$ cat src/rtl/diff_hs_pkg.sv
// diff_hs_pkg: FSM state codes shared by the diff core handshake master
package diff_hs_pkg;
    localparam logic [2:0] IDLE      = 3'd0;
    localparam logic [2:0] START     = 3'd1;
    localparam logic [2:0] WAIT_DONE = 3'd2;
    localparam logic [2:0] DRAIN     = 3'd3;
    localparam logic [2:0] RESP      = 3'd4;
endpackage

$ cat src/rtl/diff_hs_master_if.sv
// diff_hs_master_if: request, core (ap_ctrl_hs) and response signals of the diff core master
interface diff_hs_master_if #(parameter int DW = 32, parameter int CW = 16);
    logic          req_valid, req_ready;
    logic [DW-1:0] req_x, req_dx, req_u, req_a, req_y;
    logic          core_start, core_ready, core_done, core_idle;
    logic [DW-1:0] core_x, core_dx, core_u, core_a, core_y, core_ret;
    logic          rsp_valid, rsp_ready;
    logic [DW-1:0] rsp_data;
    logic [CW-1:0] rsp_cycles;
    logic          rsp_err, busy;
    modport master (
        input  req_valid, req_x, req_dx, req_u, req_a, req_y,
        input  core_ready, core_done, core_idle, core_ret, rsp_ready,
        output req_ready, core_start, core_x, core_dx, core_u, core_a, core_y,
        output rsp_valid, rsp_data, rsp_cycles, rsp_err, busy
    );
    modport slave (
        output req_valid, req_x, req_dx, req_u, req_a, req_y,
        output core_ready, core_done, core_idle, core_ret, rsp_ready,
        input  req_ready, core_start, core_x, core_dx, core_u, core_a, core_y,
        input  rsp_valid, rsp_data, rsp_cycles, rsp_err, busy
    );
endinterface

$ cat src/rtl/diff_hs_timer.sv
// diff_hs_timer: per-job cycle counter with saturating report value and timeout detect
module diff_hs_timer #(parameter int CW = 16, parameter int TIMEOUT = 1024) (
    input  logic          clk,
    input  logic          rst,
    input  logic          clr,
    input  logic          en,
    output logic [CW-1:0] cycles,
    output logic          timeout
);
    localparam int TW = $clog2(TIMEOUT + 1);
    logic [TW-1:0] tcnt;
    assign timeout = tcnt == TW'(TIMEOUT);
    always_ff @(posedge clk) begin
        if (rst || clr) begin
            cycles <= '0;
            tcnt   <= '0;
        end else if (en) begin
            cycles <= (&cycles) ? cycles : cycles + 1'b1;
            tcnt   <= timeout ? tcnt : tcnt + 1'b1;
        end
    end
endmodule

$ cat src/rtl/diff_hs_master.sv
// diff_hs_master: ap_ctrl_hs initiator carrying one diff-core job from request to response
module diff_hs_master
    import diff_hs_pkg::*;
#(
    parameter int DW      = 32,
    parameter int TIMEOUT = 1024,
    parameter int CW      = 16
) (
    input logic ap_clk,
    input logic ap_rst,
    diff_hs_master_if.master bus
);
    typedef struct packed { logic [DW-1:0] x, dx, u, a, y; } job_t;
    typedef struct packed { logic [DW-1:0] data; logic [CW-1:0] cycles; logic err; } rsp_t;
    logic [2:0]    state;
    job_t          job;
    rsp_t          rsp;
    logic [CW-1:0] cycles;
    logic          timeout;
    diff_hs_timer #(.CW(CW), .TIMEOUT(TIMEOUT)) u_timer (
        .clk(ap_clk), .rst(ap_rst), .clr(state == IDLE),
        .en(state == START || state == WAIT_DONE), .cycles(cycles), .timeout(timeout)
    );
    always_ff @(posedge ap_clk) begin
        if (ap_rst) begin
            state <= IDLE;
            job   <= '0;
            rsp   <= '0;
        end else begin
            case (state)
                IDLE: if (bus.req_valid) begin
                    job   <= {bus.req_x, bus.req_dx, bus.req_u, bus.req_a, bus.req_y};
                    state <= START;
                end
                START, WAIT_DONE:
                    if (bus.core_done && (bus.core_ready || state == WAIT_DONE)) begin
                        rsp   <= {bus.core_ret, cycles, 1'b0};
                        state <= RESP;
                    end else if (timeout) begin
                        rsp   <= {{DW{1'b0}}, cycles, 1'b1};
                        state <= DRAIN;
                    end else if (bus.core_ready) state <= WAIT_DONE;
                DRAIN: if (bus.core_idle) state <= RESP;
                RESP: if (bus.rsp_ready) state <= IDLE;
                default: state <= IDLE;
            endcase
        end
    end
    assign bus.req_ready  = state == IDLE;
    assign bus.core_start = state == START;
    assign bus.rsp_valid  = state == RESP;
    assign bus.busy       = state != IDLE;
    assign {bus.core_x, bus.core_dx, bus.core_u, bus.core_a, bus.core_y} = job;
    assign {bus.rsp_data, bus.rsp_cycles, bus.rsp_err} = rsp;
endmodule

$ cat src/flat_wrapper.sv
// flat-port wrapper written by rule: the top's interface ports become plain ports
module diff_hs_master_flat import diff_hs_pkg::*;
#(
    parameter int DW      = 32,
    parameter int TIMEOUT = 1024,
    parameter int CW      = 16
)
  (ap_clk, ap_rst, bus_req_valid, bus_req_x, bus_req_dx, bus_req_u, bus_req_a, bus_req_y, bus_core_ready, bus_core_done, bus_core_idle, bus_core_ret, bus_rsp_ready, bus_req_ready, bus_core_start, bus_core_x, bus_core_dx, bus_core_u, bus_core_a, bus_core_y, bus_rsp_valid, bus_rsp_data, bus_rsp_cycles, bus_rsp_err, bus_busy);
  diff_hs_master_if #(.DW(DW), .CW(CW)) bus_i ();
  input logic ap_clk;
  input logic ap_rst;
  input wire logic [$bits(bus_i.req_valid)-1:0] bus_req_valid;
  input wire logic [$bits(bus_i.req_x)-1:0] bus_req_x;
  input wire logic [$bits(bus_i.req_dx)-1:0] bus_req_dx;
  input wire logic [$bits(bus_i.req_u)-1:0] bus_req_u;
  input wire logic [$bits(bus_i.req_a)-1:0] bus_req_a;
  input wire logic [$bits(bus_i.req_y)-1:0] bus_req_y;
  input wire logic [$bits(bus_i.core_ready)-1:0] bus_core_ready;
  input wire logic [$bits(bus_i.core_done)-1:0] bus_core_done;
  input wire logic [$bits(bus_i.core_idle)-1:0] bus_core_idle;
  input wire logic [$bits(bus_i.core_ret)-1:0] bus_core_ret;
  input wire logic [$bits(bus_i.rsp_ready)-1:0] bus_rsp_ready;
  output wire logic [$bits(bus_i.req_ready)-1:0] bus_req_ready;
  output wire logic [$bits(bus_i.core_start)-1:0] bus_core_start;
  output wire logic [$bits(bus_i.core_x)-1:0] bus_core_x;
  output wire logic [$bits(bus_i.core_dx)-1:0] bus_core_dx;
  output wire logic [$bits(bus_i.core_u)-1:0] bus_core_u;
  output wire logic [$bits(bus_i.core_a)-1:0] bus_core_a;
  output wire logic [$bits(bus_i.core_y)-1:0] bus_core_y;
  output wire logic [$bits(bus_i.rsp_valid)-1:0] bus_rsp_valid;
  output wire logic [$bits(bus_i.rsp_data)-1:0] bus_rsp_data;
  output wire logic [$bits(bus_i.rsp_cycles)-1:0] bus_rsp_cycles;
  output wire logic [$bits(bus_i.rsp_err)-1:0] bus_rsp_err;
  output wire logic [$bits(bus_i.busy)-1:0] bus_busy;
  assign bus_i.req_valid = bus_req_valid;
  assign bus_i.req_x = bus_req_x;
  assign bus_i.req_dx = bus_req_dx;
  assign bus_i.req_u = bus_req_u;
  assign bus_i.req_a = bus_req_a;
  assign bus_i.req_y = bus_req_y;
  assign bus_i.core_ready = bus_core_ready;
  assign bus_i.core_done = bus_core_done;
  assign bus_i.core_idle = bus_core_idle;
  assign bus_i.core_ret = bus_core_ret;
  assign bus_i.rsp_ready = bus_rsp_ready;
  assign bus_req_ready = bus_i.req_ready;
  assign bus_core_start = bus_i.core_start;
  assign bus_core_x = bus_i.core_x;
  assign bus_core_dx = bus_i.core_dx;
  assign bus_core_u = bus_i.core_u;
  assign bus_core_a = bus_i.core_a;
  assign bus_core_y = bus_i.core_y;
  assign bus_rsp_valid = bus_i.rsp_valid;
  assign bus_rsp_data = bus_i.rsp_data;
  assign bus_rsp_cycles = bus_i.rsp_cycles;
  assign bus_rsp_err = bus_i.rsp_err;
  assign bus_busy = bus_i.busy;
  diff_hs_master #(.DW(DW), .TIMEOUT(TIMEOUT), .CW(CW)) u_core (.ap_clk(ap_clk), .ap_rst(ap_rst), .bus(bus_i));
endmodule
$ cat config.mk
export PLATFORM = sky130hd
export DESIGN_NAME = diff_hs_master_flat
export DESIGN_NICKNAME = d
export VERILOG_FILES = /design/src/rtl/diff_hs_pkg.sv /design/src/rtl/diff_hs_master_if.sv /design/src/rtl/diff_hs_timer.sv /design/src/rtl/diff_hs_master.sv /design/src/flat_wrapper.sv
export SDC_FILE = /design/constraint.sdc
export NUM_CORES = 1
export LEC_CHECK = 0
export ABC_AREA = 1
export BUFFER_PORTS_ARGS = -buffer_cell sky130_fd_sc_hd__buf_2
export CAP_MARGIN = 20
export CORE_MARGIN = 4
export CORE_UTILIZATION = 35
export CTS_BUF_LIST = sky130_fd_sc_hd__clkbuf_4
export CTS_CLUSTER_DIAMETER = 200
export CTS_CLUSTER_SIZE = 28
export DETAILED_ROUTE_END_ITERATION = 10
export PLACE_DENSITY_LB_ADDON = 0.08
export SKIP_CTS_REPAIR_TIMING = 1
export SYNTH_ARGS = -nofsm -noshare
export SYNTH_HDL_FRONTEND = slang
export SYNTH_SLANG_ARGS = --single-unit
$ cat constraint.sdc
create_clock -name ap_clk -period 4.84 [get_ports ap_clk]
set_clock_uncertainty 0.2 [all_clocks]
set_input_delay 0.484 -clock ap_clk [delete_from_list [all_inputs] [get_ports ap_clk]]
set_output_delay 0.484 -clock ap_clk [all_outputs]
set_load 0.02 [all_outputs]
==> reports/metrics.yaml <==
drv_cap: 0
syn_inst: 1214
avgViaCountPerCell: 4.87
syn_area_per_cell_um2: 7.68
post-route-drc-count: 0
fill_cells: 2527
worstPathArrival_ns: 3.72
final_common_cell: "buf_2"
port_buffers: 411
hold_class: "input port to register"
vias: 10286
synth_seq_area_share: 0.513
ys_ff_latch: 239
start_util: 0.357
antenna_found_initial: 3
path_max_fanout: 92
end_kind: "register"
crit_required_ns: 5.27
grt_setup_unrepaired: "no"
die_width_um: 171
ant_nets: 0
wl_per_cell_um: 16.4
holdPathEnd: "u_core.state[1]"
critPathLaunchType: "register"
period_minus_slack_ns: 3.29
setup_ws_ns: 1.55
clk_pin_slew_ns: 0.28
synth_area_mm2: 0.00932
cts_max_level: 1
grt_start_max_net_pins: 135
cts_tree: "done"
r2r_slack_ns: 1.55
final_util: 0.526
holdWs_ns: 0.0171
rows: 59
grt_pass1_vias: 8697
ir_drop_mv: 0.253
root_buffer: "clkbuf_4"
fin_crit_sh: 0.679
crit_type: "register to register"
area_growth_syn_to_layout_pct: 47.4
ys_types: 31
min-delay-start: "bus_core_done"
cts.sinks: 239
insertion_delay_ns: 0.70
synth.net_count: 1416
core_mm2: 0.0261
drt-initial-drc-count: 850
dp_slack_ns: 2.10
leakage_nw: 6.12
gp_congestion: 0.814
drive_gt1_frac: 0.257
overflow: 0
finalWirelength_mm: 34.7
seq_area_mm2: 0.00478
slew-limit-headroom: 0.257
numCtsBuffers: 12
rr_endpoint: "u_core.bus.core_a[14]"
clk_path_buf_depth: 3
fin_setup_tns_ns: 0
setup-violations-final: 0
ios: 412
power.density_mw_per_mm2: 417
multi_input_area_mm2: 0.00396
yosysWarnings: 0
track_usage: 0.202
die_area_mm2: 0.0293
dp_hpwl_mm: 22.4
status: "finished, final reports clean"
worst_pin_slew_ns: 1.12
die_h_um: 171
layout_common_cells: "buf_2, nand2_1, dfxtp_1, dlygate4sd3_1, a21oi_1"
slew_violations: 0
hold_violations: 0
timing.rr.start: "u_core.state[2]"
reg2reg_depth: 8
grt_pass1_wl_mm: 48.5
dr.pass1.iters: 5
timing.fmax_ghz: 0.304
hold_path_depth: 6
final_nets: 1975
## worst max-delay path, stage by stage (launching register included)
cell	delay, ns
dfxtp_1	0.43
nor2_4	0.15
nand2_2	0.10
inv_4	0.34
nand2_4	0.60
buf_4	0.54
nand2_1	0.12
a21oi_1	0.07
dlygate4sd3_1	0.58
## cell usage after synthesis (all sizes together)
cell type,instances,area share
nand2,290,0.12
dfxtp,239,0.51
a21oi,214,0.11
nand3,210,0.11
nor2,78,0.035
buf,49,0.030
clkbuf,42,0.017
inv,36,0.015
o21ai,27,0.016
xnor2,6,0.0056
nand4,5,0.0034
xor2,5,0.0047
nor3,4,0.0021
ha,3,0.0040
a211oi,2,0.0016
a31oi,1,0.00067
nand3b,1,0.00081
o21bai,1,0.00081
o31ai,1,0.00081
## final cells by class
class / instances / share of cell area
inverters: 36 / 0.0102
multi-input cells: 848 / 0.288
well taps: 335 / 0.0305
flip-flops and latches: 239 / 0.348
clock buffers: 13 / 0.00710
clock inverters: 1 / 0.00118
diodes: 2 / 0.000364
repair buffers: 636 / 0.314
## flip-flops by register name, summed over array words and instances, names as in the netlist
register / cells
u_core.u_timer.cycles: 16
u_core.bus.core_a: 32
u_core.bus.rsp_err: 1
u_core.bus.rsp_cycles: 16
u_core.bus.rsp_data: 32
u_core.bus.core_u: 32
u_core.bus.core_y: 32
u_core.bus.core_x: 32
u_core.bus.core_dx: 32
u_core.u_timer.tcnt: 11
u_core.state: 3
## metal layers
metal  vias to the layer above  routed length, µm  global-route usage  share of wire
met3                        54               2650              0.0565          0.076
met4                         2                932              0.0572          0.027
met5                         -                 13                   0        0.00038
li1                       5137                  -                   -              -
met2                       362              16100               0.322           0.47
met1                      4731              14900               0.270           0.43
## worst max path at each step
stage                          endpoint  slack, ns                     start  cells after the start
5_1_grt           u_core.bus.core_u[10]       1.38           u_core.state[2]                      8
4_1_cts                   bus_req_ready       1.53           u_core.state[2]                      5
6_report          u_core.bus.core_a[14]       1.55           u_core.state[2]                      8
3_3_place_gp       u_core.bus.core_u[7]       2.12           u_core.state[2]                      7
2_1_floorplan  u_core.u_timer.cycles[1]       3.11  u_core.u_timer.cycles[0]                      9
3_5_place_dp      u_core.bus.core_x[14]       2.10           u_core.state[2]                      7
## per-stage QoR
stage / cell area, µm² / cells / power [W]
5_1_grt: 13700 / 2110 / 0.00611
2_1_floorplan: 9320 / 1214 / 0.00411
6_report: 13700 / 2110 / 0.00573
3_3_place_gp: 11400 / 1876 / 0.00485
4_1_cts: 11600 / 1890 / 0.00560
3_5_place_dp: 11400 / 1876 / 0.00485
## cell families after synthesis
kind of cell | synth area share
simple gates | 0.276
compound gates | 0.135
flops | 0.513
buf+inv | 0.0619
xor+xnor | 0.0103
fa+ha+maj | 0.00403
## power by group
group          internal (W)  switching (W)  leakage [nW]
Clock              0.000131       0.000610        0.0667
Sequential          0.00234       0.000202          1.95
Combinational      0.000791        0.00165          4.11
No activity file was read; power rests on OpenSTA's default activity.
